[src/rtl/alu_pkg.sv]
// Shared definitions for the ALU front-end: op codes and sequencer state encoding.
package alu_pkg;

  localparam logic [1:0] ALU_OP_AND = 2'b00;
  localparam logic [1:0] ALU_OP_OR  = 2'b01;
  localparam logic [1:0] ALU_OP_ADD = 2'b10;
  localparam logic [1:0] ALU_OP_SUB = 2'b11;

  localparam logic [1:0] ST_IDLE = 2'd0;
  localparam logic [1:0] ST_WAIT = 2'd1;
  localparam logic [1:0] ST_RESP = 2'd2;

endpackage

[src/rtl/sat_counter.sv]
// Up-counter that sticks at all-ones instead of wrapping.
module sat_counter #(
  parameter int WIDTH = 16
) (
  input  logic             clk,
  input  logic             rst_n,
  input  logic             inc,
  output logic [WIDTH-1:0] count
);

  logic [WIDTH-1:0] count_q;

  always_ff @(posedge clk or negedge rst_n) begin
    if (!rst_n) begin
      count_q <= '0;
    end else if (inc && (count_q != '1)) begin
      count_q <= count_q + WIDTH'(1);
    end
  end

  assign count = count_q;

endmodule

[src/rtl/alu_op_sequencer.sv]
// Valid/ready front-end that drives a combinational ALU, waits ALU_LATENCY edges,
// then returns the sampled result and zero flag over a response handshake.
module alu_op_sequencer
  import alu_pkg::*;
#(
  parameter int word_length = 8,
  parameter int ALU_LATENCY = 1
) (
  input  logic                   clk,
  input  logic                   rst_n,
  input  logic                   req_valid,
  output logic                   req_ready,
  input  logic [word_length-1:0] req_a,
  input  logic [word_length-1:0] req_b,
  input  logic [1:0]             req_op,
  output logic [word_length-1:0] alu_a,
  output logic [word_length-1:0] alu_b,
  output logic [1:0]             alu_control,
  input  logic [word_length:0]   alu_c,
  input  logic                   alu_zero,
  output logic                   rsp_valid,
  input  logic                   rsp_ready,
  output logic [word_length:0]   rsp_c,
  output logic                   rsp_zero,
  output logic [1:0]             rsp_op,
  output logic [15:0]            op_count,
  output logic [15:0]            zero_count
);

  if (ALU_LATENCY < 1) begin : gBadLatency
    $error("alu_op_sequencer: ALU_LATENCY must be at least 1");
  end

  localparam int CNT_W = (ALU_LATENCY < 1) ? 1 : $clog2(ALU_LATENCY + 1);

  logic [1:0]             state_q,    state_d;
  logic [CNT_W-1:0]       waitCnt_q,  waitCnt_d;
  logic [word_length-1:0] aluA_q,     aluA_d;
  logic [word_length-1:0] aluB_q,     aluB_d;
  logic [1:0]             aluCtrl_q,  aluCtrl_d;
  logic                   rspValid_q, rspValid_d;
  logic [word_length:0]   rspC_q,     rspC_d;
  logic                   rspZero_q,  rspZero_d;
  logic [1:0]             rspOp_q,    rspOp_d;
  logic                   opInc;
  logic                   zeroInc;

  always_comb begin
    state_d    = state_q;
    waitCnt_d  = waitCnt_q;
    aluA_d     = aluA_q;
    aluB_d     = aluB_q;
    aluCtrl_d  = aluCtrl_q;
    rspValid_d = rspValid_q;
    rspC_d     = rspC_q;
    rspZero_d  = rspZero_q;
    rspOp_d    = rspOp_q;
    unique case (state_q)
      ST_IDLE: begin
        if (req_valid) begin
          aluA_d    = req_a;
          aluB_d    = req_b;
          aluCtrl_d = req_op;
          waitCnt_d = CNT_W'(ALU_LATENCY);
          state_d   = ST_WAIT;
        end
      end
      ST_WAIT: begin
        waitCnt_d = waitCnt_q - CNT_W'(1);
        // The ALU output has had ALU_LATENCY full periods to settle on this edge.
        if (waitCnt_q == CNT_W'(1)) begin
          rspC_d     = alu_c;
          rspZero_d  = alu_zero;
          rspOp_d    = aluCtrl_q;
          rspValid_d = 1'b1;
          state_d    = ST_RESP;
        end
      end
      ST_RESP: begin
        if (rsp_ready) begin
          rspValid_d = 1'b0;
          state_d    = ST_IDLE;
        end
      end
      default: state_d = ST_IDLE;
    endcase
  end

  always_ff @(posedge clk or negedge rst_n) begin
    if (!rst_n) begin
      state_q    <= ST_IDLE;
      waitCnt_q  <= '0;
      aluA_q     <= '0;
      aluB_q     <= '0;
      aluCtrl_q  <= '0;
      rspValid_q <= 1'b0;
      rspC_q     <= '0;
      rspZero_q  <= 1'b0;
      rspOp_q    <= '0;
    end else begin
      state_q    <= state_d;
      waitCnt_q  <= waitCnt_d;
      aluA_q     <= aluA_d;
      aluB_q     <= aluB_d;
      aluCtrl_q  <= aluCtrl_d;
      rspValid_q <= rspValid_d;
      rspC_q     <= rspC_d;
      rspZero_q  <= rspZero_d;
      rspOp_q    <= rspOp_d;
    end
  end

  assign opInc   = (state_q == ST_RESP) && rsp_ready;
  assign zeroInc = opInc && rspZero_q;

  sat_counter #(.WIDTH(16)) uOpCount (
    .clk   (clk),
    .rst_n (rst_n),
    .inc   (opInc),
    .count (op_count)
  );

  sat_counter #(.WIDTH(16)) uZeroCount (
    .clk   (clk),
    .rst_n (rst_n),
    .inc   (zeroInc),
    .count (zero_count)
  );

  assign req_ready   = (state_q == ST_IDLE);
  assign alu_a       = aluA_q;
  assign alu_b       = aluB_q;
  assign alu_control = aluCtrl_q;
  assign rsp_valid   = rspValid_q;
  assign rsp_c       = rspC_q;
  assign rsp_zero    = rspZero_q;
  assign rsp_op      = rspOp_q;

endmodule

[config.mk]
export PLATFORM = sky130hd
export DESIGN_NAME = alu_op_sequencer
export DESIGN_NICKNAME = d
export VERILOG_FILES = /design/src/rtl/alu_pkg.sv /design/src/rtl/sat_counter.sv /design/src/rtl/alu_op_sequencer.sv
export SDC_FILE = /design/constraint.sdc
export NUM_CORES = 1
export LEC_CHECK = 0
export CAP_MARGIN = 20
export CORE_ASPECT_RATIO = 0.5
export CORE_MARGIN = 3
export CORE_UTILIZATION = 45
export CTS_BUF_LIST = sky130_fd_sc_hd__clkbuf_8
export DETAILED_ROUTE_END_ITERATION = 6
export PLACE_DENSITY = 0.86
export SYNTH_ARGS = -nofsm -noshare
export SYNTH_HDL_FRONTEND = slang
export SYNTH_SLANG_ARGS = --single-unit
[constraint.sdc]
create_clock -name clk -period 2.95 [get_ports clk]
set_input_delay 0.885 -clock clk [delete_from_list [all_inputs] [get_ports clk]]
set_output_delay 0.885 -clock clk [all_outputs]
set_load 0.005 [all_outputs]
Yosys cells after proc, flatten, opt, wreduce, memory -nomap -nowiden --
Cells that the tools add are included.
Storage, ports and cells: register bits 66, input port bits 32, output and inout port bits 64
Cells by class: $add $sub $neg 3, eq/ne operators 7, muxes and demuxes 9, reduce and logical (&&, ||, !) cells 12
Operators with widths (number):
- $add 16x1->16 const B | 2
- $ne 16x16->1 const B | 2
- $mux 2 | 3
- $ne 2x2->1 const B | 3
- $pmux 2 s3 | 1
- $reduce_and 2->1 | 3
- $reduce_and 3->1 | 2
- $logic_and 1x1->1 | 4
- $pmux 1 s2 | 2
- $reduce_bool 2->1 | 2
- $mux 1 | 3
- $eq 2x1->1 const B | 1
- $eq 2x2->1 const B | 1
- $logic_not 2->1 | 1
- $sub 1x1->1 const B | 1

Logic depth before layout (Yosys ltp) --
Gate-level depths: netlist of run 1.
depth in word-level cells 4, gate-level depth with buffers 6, mapped depth without buffers 6

Cells and area by module --
Synthesis of run 1 repeated with hierarchy kept, for this count alone.
Unflattened totals: cell total of the unflattened synthesis 230, area total of the unflattened synthesis 3080.5 um^2
By module, submodules not included:
- sat_counter | times used 2, cells an instance 72, area an instance 859.6 um^2, seq. area each 400.4 um^2
- alu_op_sequencer | times used 1, cells an instance 86, area an instance 1361.3 um^2, seq. area each 850.8 um^2

Least setup slack after synthesis of run 1 --
No wires, ideal clock.
kind input to register, start point input port rsp_ready, end point register uOpCount.count_q[11] (netlist: uOpCount.count[11]), setup time 0.123 ns, data arrival time 1.903 ns, required time 2.827 ns, setup slack 0.923 ns, cell stages on the path 5, buffers on the path 0, cell sequence nand3b_4 -> or4_1 -> a21oi_2 -> nand4_1 -> xnor2_1
On the way: cells in the longest elaborated chain, start to end 2
Ends and longest elaborated chain:
- start, declared | line alu_op_sequencer.sv:22 | input logic rsp_ready,
- $logic_and 1x1->1 | line alu_op_sequencer.sv:113 | assign opInc = (state_q == ST_RESP) && rsp_ready;
- $logic_and 1x1->1 | line sat_counter.sv:16 | end else if (inc && (count_q != '1)) begin
- end signal, assigned | line sat_counter.sv:17 | count_q <= count_q + WIDTH'(1);
- end, declared | line sat_counter.sv:11 | logic [WIDTH-1:0] count_q;
Every way passes these cells. A chain may end at the register's enable or synchronous reset.

Worst setup path in the final report of run 1 --
start point register state_q[1], end point output port req_ready
On the way: cells in the longest elaborated chain, start to end 1
Ends and longest elaborated chain:
- start, declared | line alu_op_sequencer.sv:36 | logic [1:0] state_q, state_d;
- start signal, assigned | line alu_op_sequencer.sv:101 | state_q <= state_d;
- $logic_not 2->1 | line alu_op_sequencer.sv:130 | assign req_ready = (state_q == ST_IDLE);
- end, declared | line alu_op_sequencer.sv:12 | output logic req_ready,
Every way passes these cells.

==> results.sh, run 1 <==
export IMPL_clockRootBuffer="clkbuf_8"
export IMPL_vias_per_cell=5.151
export IMPL_route_vias_total=2148
export IMPL_ys_seq_elements=66
export IMPL_antennaDiodeCount=0
export IMPL_r2r_cells=6
export IMPL_coreArea_um2=5777
export IMPL_finalCritPeriodShare=0.8152
export IMPL_cts_resized=0
export IMPL_powerDensity_nw_per_um2=820.0
export IMPL_slew_headroom=0.4579
export IMPL_routedWlPerCell_um=15.55
export IMPL_post_route_min_period_ns=2.405
export IMPL_synth_area_per_cell_um2=12.60
export IMPL_die_x_um=118.0
export IMPL_critical_path_arrival_ns=1.52
export IMPL_whs_ns=0.5021
export IMPL_io_pins=96
export IMPL_tightest_slew_ns=0.8132
export IMPL_grt_max_degree=67
export IMPL_start_kind="flop"
export IMPL_yosys_warnings=0
export IMPL_cts_hold_buf=0
export IMPL_die_y_um=62.01
export IMPL_holdPathStages=2
export IMPL_cts_tree="done"
export IMPL_grt_ovfl_total=0
export IMPL_numPortBuffers=95
export IMPL_rr_endpoint="uOpCount.count[14]"
export IMPL_yosysSeqAreaShare=0.5851
export IMPL_cp_top_family="buffers and inverters"
export IMPL_netlist_area_um2=2823
export IMPL_routed_wl_um=6483
export IMPL_firstDrtPassIters=5
export IMPL_r2r_setup_slack_ns=0.92
export IMPL_finalSetupTns_ns=0
export IMPL_cts_max_level=3
export IMPL_start_util=0.4886
export IMPL_crit_required_ns=2.07
export IMPL_end_kind="output port"
export IMPL_clock_sinks=66
export IMPL_final_antenna_net_count=0
export IMPL_synth_edf_count=0
export IMPL_crit_buf_inv=1
export IMPL_path_cells="nor2_1 -> clkdlybuf4s50_1"
export IMPL_rsz0062_at_grt="false"
export IMPL_cp_depth=2
export IMPL_synth_async_reset_ratio=1.000
export IMPL_p_leak_nw=1.752
export IMPL_hpwlAfterDp_um=4692
export IMPL_setup_violations=0
export IMPL_irDropWorstVdd_mv=0.4769
export IMPL_syn_num_nets=258
export IMPL_nets=362
export IMPL_clkLatencyLatePin_ns=0.34
export IMPL_clockBufferDepth=2
export IMPL_grt_total_usage=0.1894
export IMPL_holdCritPathClass="flop to flop"
export IMPL_cp_startpoint="state_q[1]"
export IMPL_cp_endpoint="req_ready"
export IMPL_place_congestion=0.8099
export IMPL_ys_types=36
export IMPL_grt_pass1_vias=2207
export IMPL_max_freq_mhz=415.8
export IMPL_status="finished, final reports clean"
export IMPL_synthCells=224
export IMPL_clkTransAtPathRegs_ns=0.07
export IMPL_numCtsBuffers=9
export IMPL_rr_startpoint="uOpCount.count[0]"
export IMPL_slowest_delay_ns=0.55
export IMPL_drive_gt1_frac=0.1622
export IMPL_critPathSlowestCell="clkdlybuf4s50_1"
export IMPL_grt_pass1_wl_um=10750
export IMPL_antenna_found_initial=0
export IMPL_hold_viol=0
export IMPL_instances_no_fill=417
export IMPL_drc=0
export IMPL_skew_ns=0.006748
export IMPL_maxSlewViolCount=0
export IMPL_cp_max_fo=7
export IMPL_place_inst=401
export IMPL_synthFlopType="dfrtp_1"
export IMPL_areaGrowthSynthToFinish_pct=43.88
export IMPL_cts_setup_buffers=0
export IMPL_drtIter0Drc=120
export IMPL_path_class="flop to output port"
export IMPL_dieArea_um2=7317
export IMPL_max_cap_violations=0
export IMPL_fp_row_count=19
-- power by group --
group	leakage [nW]	internal, mW	total (mW)	switching (mW)
clock network	0.113	0.426	0.750	0.324
logic	0.804	0.792	1.18	0.389
registers	0.836	1.19	1.40	0.212
total	1.75	2.40	3.33	0.926
-- cells in the mapped netlist, types with 2 or more instances --
| library cell | instances | area [µm²] |
|---|---|---|
| buf_2 | 2 | 10.01 |
| nand2_1 | 17 | 63.81 |
| dfrtp_1 | 66 | 1652 |
| nor3_1 | 9 | 45.04 |
| nor4_1 | 3 | 18.77 |
| or3_1 | 2 | 12.51 |
| inv_1 | 7 | 26.28 |
| a21oi_1 | 4 | 20.02 |
| nor2_1 | 12 | 45.04 |
| nand3_1 | 8 | 40.04 |
| o21ai_0 | 2 | 10.01 |
| a31oi_1 | 2 | 12.51 |
| and3_1 | 3 | 18.77 |
| or2_2 | 2 | 12.51 |
| mux2_2 | 30 | 337.8 |
| o21a_1 | 2 | 15.01 |
| xor2_1 | 12 | 105.1 |
| nand4_1 | 10 | 62.56 |
| xnor2_1 | 13 | 113.9 |
| ha_1 | 2 | 25.02 |
-- cells by family after synthesis --
family,Yosys count,share of synthesized area
XOR/XNOR,25,0.07757
multiplexers,32,0.1285
AND/OR/NAND/NOR,73,0.1374
adder cells (fa/ha/maj),2,0.008864
AO/OA/AOI/OAI,15,0.04433
buffers and inverters,11,0.01817
flip-flops,66,0.5851
-- worst register-to-register path, delay by kind of cell, from the launching register on --
kind | cells | cell delay (ns)
XOR/XNOR | 1 | 0.14
adder cells (fa/ha/maj) | 1 | 0.38
buffers and inverters | 1 | 0.09
flip-flops | 1 | 0.44
AND/OR/NAND/NOR | 3 | 0.86
-- cells in the final DEF, fill, tap and decap left out, drive strengths merged, types with 2 or more instances in the layout --
cell type	instances
o21a	2
ha	2
nand4	10
a31oi	2
o21ai	2
and3	3
clkdlybuf4s50	94
inv	10
a21oi	5
xor2	12
nand2	17
nand3	8
buf	3
nor3	9
or3	3
dfrtp	66
nor4	3
nand3b	2
mux2	31
xnor2	13
clkbuf	11
nor2	12
or2	2
-- flip-flops by register name, indices dropped and copies added, names as in the netlist --
name	cells
uOpCount.count	16
uZeroCount.count	16
rsp_c	9
alu_a	8
alu_b	8
alu_control	2
rsp_op	2
state_q	2
rsp_valid	1
rsp_zero	1
waitCnt_q	1
-- per-layer routing --
metal	global-route usage	routed length, µm	up-vias
met3	0.05877	330	14
li1	-	-	995
met2	0.3540	3378	71
met1	0.2166	2654	1068
met5	0	0	-
met4	0.06667	120	0
-- stage by stage --
stage          power (mW)    util  cell area [µm²]  setup slack (ns)
2_1_floorplan       1.879       -             2823            0.9232
3_3_place_gp        2.535  0.6688             3864            0.3077
3_5_place_dp        2.603  0.6688             3864            0.2501
4_1_cts             3.375  0.7031             4061            0.5161
5_1_grt             3.540  0.7031             4061            0.4743
6_report            3.330  0.7031             4061            0.5452
-- worst min path at each step --
stage | from | endpoint | slack [ns]
4_1_cts | rsp_valid | rsp_valid | 0.51
5_1_grt | uOpCount.count[4] | uOpCount.count[4] | 0.52
3_5_place_dp | rsp_valid | rsp_valid | 0.49
2_1_floorplan | rsp_valid | rsp_valid | 0.47
6_report | rsp_valid | rsp_valid | 0.50
3_3_place_gp | rsp_valid | rsp_valid | 0.48
-- layout make-up --
class,count,area [µm²]
multi-input cells,147,1120
well taps,84,105.1
repair buffers,97,960.9
fillers,401,1715
clock inverters,5,46.29
clock buffers,11,151.4
flip-flops and latches,66,1652
inverters,7,26.28
Note: power is estimated with default switching activity, not from simulation.
==> run 2: changes to the inputs <==
clock period = 2.4 ns   (was 2.95 ns; I/O delays follow)
==> run 2 against run 1 <==
Routed wire length shrank 1.2%. Register-to-register slack lost 0.52 ns. Global-route usage shrank 0.68 points. Worst hold slack lost 0.11 ns. Clock power grew 11%. Worst setup slack lost 0.36 ns. Total power grew 21%. Sequential cell count is the same. Clock skew grew 0.0035 ns. Via count shrank 1.4%. Sequential share of layout area shrank 0.49 points. Critical path depth is the same. Critical path type unchanged.
==> results.sh, run 2 (same netlist as run 1, synthesis figures left out) <==
export IMPL_status="finished, final reports clean"
export IMPL_crit_required_ns=1.68
export IMPL_clockRootBuffer="clkbuf_8"
export IMPL_grt_pass1_vias=2217
export IMPL_setup_violations=0
export IMPL_grt_ovfl_total=0
export IMPL_p_leak_nw=1.781
export IMPL_powerDensity_nw_per_um2=977.2
export IMPL_skew_ns=0.01026
export IMPL_multiInputGateArea_um2=1120
export IMPL_max_freq_mhz=452.1
export IMPL_grt_total_usage=0.1826
export IMPL_cts_max_level=3
export IMPL_drive_gt1_frac=0.1824
export IMPL_firstDrtPassIters=4
export IMPL_start_kind="flop"
export IMPL_cts_resized=0
export IMPL_start_util=0.4886
export IMPL_areaGrowthSynthToFinish_pct=45.66
export IMPL_clkTransAtPathRegs_ns=0.06
export IMPL_vias_per_cell=4.995
export IMPL_irDropWorstVdd_mv=0.5001
export IMPL_numCtsBuffers=9
export IMPL_post_route_min_period_ns=2.212
export IMPL_routedWlPerCell_um=15.10
export IMPL_antennaDiodeCount=0
export IMPL_nets=369
export IMPL_numPortBuffers=95
export IMPL_drtIter0Drc=113
export IMPL_drc=0
export IMPL_clockBufferDepth=2
export IMPL_regArea_um2=1652
export IMPL_path_class="flop to output port"
export IMPL_clkLatencyLatePin_ns=0.33
export IMPL_hold_viol=0
export IMPL_maxSlewViolCount=0
export IMPL_slew_headroom=0.5504
export IMPL_cp_max_fo=7
export IMPL_io_pins=96
export IMPL_max_cap_violations=0
export IMPL_grt_max_degree=67
export IMPL_p_total_mw=4.018
export IMPL_rsz0062_at_grt="false"
export IMPL_final_cell_mix="94 x clkdlybuf4s50_1, 66 x dfrtp_1, 30 x mux2_2"
export IMPL_stdcell_area_um2=4111
export IMPL_grt_pass1_wl_um=10320
export IMPL_final_antenna_net_count=0
export IMPL_cts_setup_buffers=0
export IMPL_routed_wl_um=6403
export IMPL_placed_cell_area_um2=3929
export IMPL_layout_commonest_cell="clkdlybuf4s50_1"
export IMPL_dieArea_um2=7317
export IMPL_tightest_slew_ns=0.6723
export IMPL_hpwlAfterDp_um=4814
export IMPL_fp_row_count=19
export IMPL_route_vias_total=2118
export IMPL_cts_hold_buf=0
export IMPL_antenna_found_initial=0
export IMPL_end_kind="output port"
export IMPL_coreArea_um2=5777
export IMPL_finalCritPeriodShare=0.9217
export IMPL_critical_path_arrival_ns=1.49
export IMPL_cts_tree="done"
export IMPL_clock_sinks=66
export IMPL_place_congestion=0.8580
export IMPL_holdCritPathClass="input port to async pin"
export IMPL_die_y_um=62.01
export IMPL_nFillCells=422
export IMPL_die_x_um=118.0
run 2: changes by cell type in the layout (fill, tap and decap cells not counted):
cell       before  now
clkinv_2        1    2
bufinv_16       1    0
inv_1          10    9
buf_12          0    1
buf_4           2    8
clkbuf_8       11   12
run 2: path summary, 6_finish.rpt:
path                                   start                 end  slack [ns]  cells past startpoint
hold / removal                         rst_n  uOpCount.count[15]        0.39                      2
min in group clk                   rsp_valid           rsp_valid        0.50                      2
max in group asynchronous              rst_n   uOpCount.count[3]        1.72                      2
setup reg to reg           uOpCount.count[0]  uOpCount.count[14]        0.40                      6
setup / recovery                  state_q[1]           req_ready        0.19                      2
hold reg to reg                    rsp_valid           rsp_valid        0.50                      2
run 2: final cells by class:
class | instances | share of cell area
timing repair buffer | 104 | 0.2495
clock buffer | 12 | 0.04017
inverter | 7 | 0.006391
tap | 84 | 0.02556
clock inverter | 4 | 0.004261
multi-input combinational | 147 | 0.2724
sequential | 66 | 0.4017
run 2: critical path, cell delays in order (launching register included):
cell and delay (ns):
dfrtp_1 0.46, nor2_1 0.17, clkdlybuf4s50_1 0.53
run 2: stage by stage:
step | hold WS [ns] | util | TNS, ns | std cells | setup slack, ns
floorplan | 0.4244 | - | 0 | 224 | 0.5382
global placement | 0.4863 | 0.6801 | -0.06761 | 408 | -0.04072
detailed placement | 0.4911 | 0.6801 | -0.3975 | 408 | -0.1257
CTS | 0.4009 | 0.7117 | 0 | 424 | 0.1565
global route | 0.3971 | 0.7117 | 0 | 424 | 0.1129
finish | 0.3905 | 0.7117 | 0 | 424 | 0.1879
run 2: where the power goes:
| part | leakage (nW) | internal (mW) | total, mW | switching (mW) |
|---|---|---|---|---|
| Clock | 0.105 | 0.449 | 0.836 | 0.387 |
| Combinational | 0.840 | 0.991 | 1.47 | 0.477 |
| Sequential | 0.836 | 1.46 | 1.71 | 0.255 |
| Total | 1.78 | 2.90 | 4.02 | 1.12 |
run 2: metal layers:
| layer | routed length, µm | vias up | GRT usage |
|---|---|---|---|
| li1 | - | 1012 | - |
| met1 | 2718 | 1045 | 0.2015 |
| met2 | 3364 | 51 | 0.3499 |
| met3 | 264 | 10 | 0.06329 |
| met4 | 56 | 0 | 0.05500 |
| met5 | 0 | - | 0 |
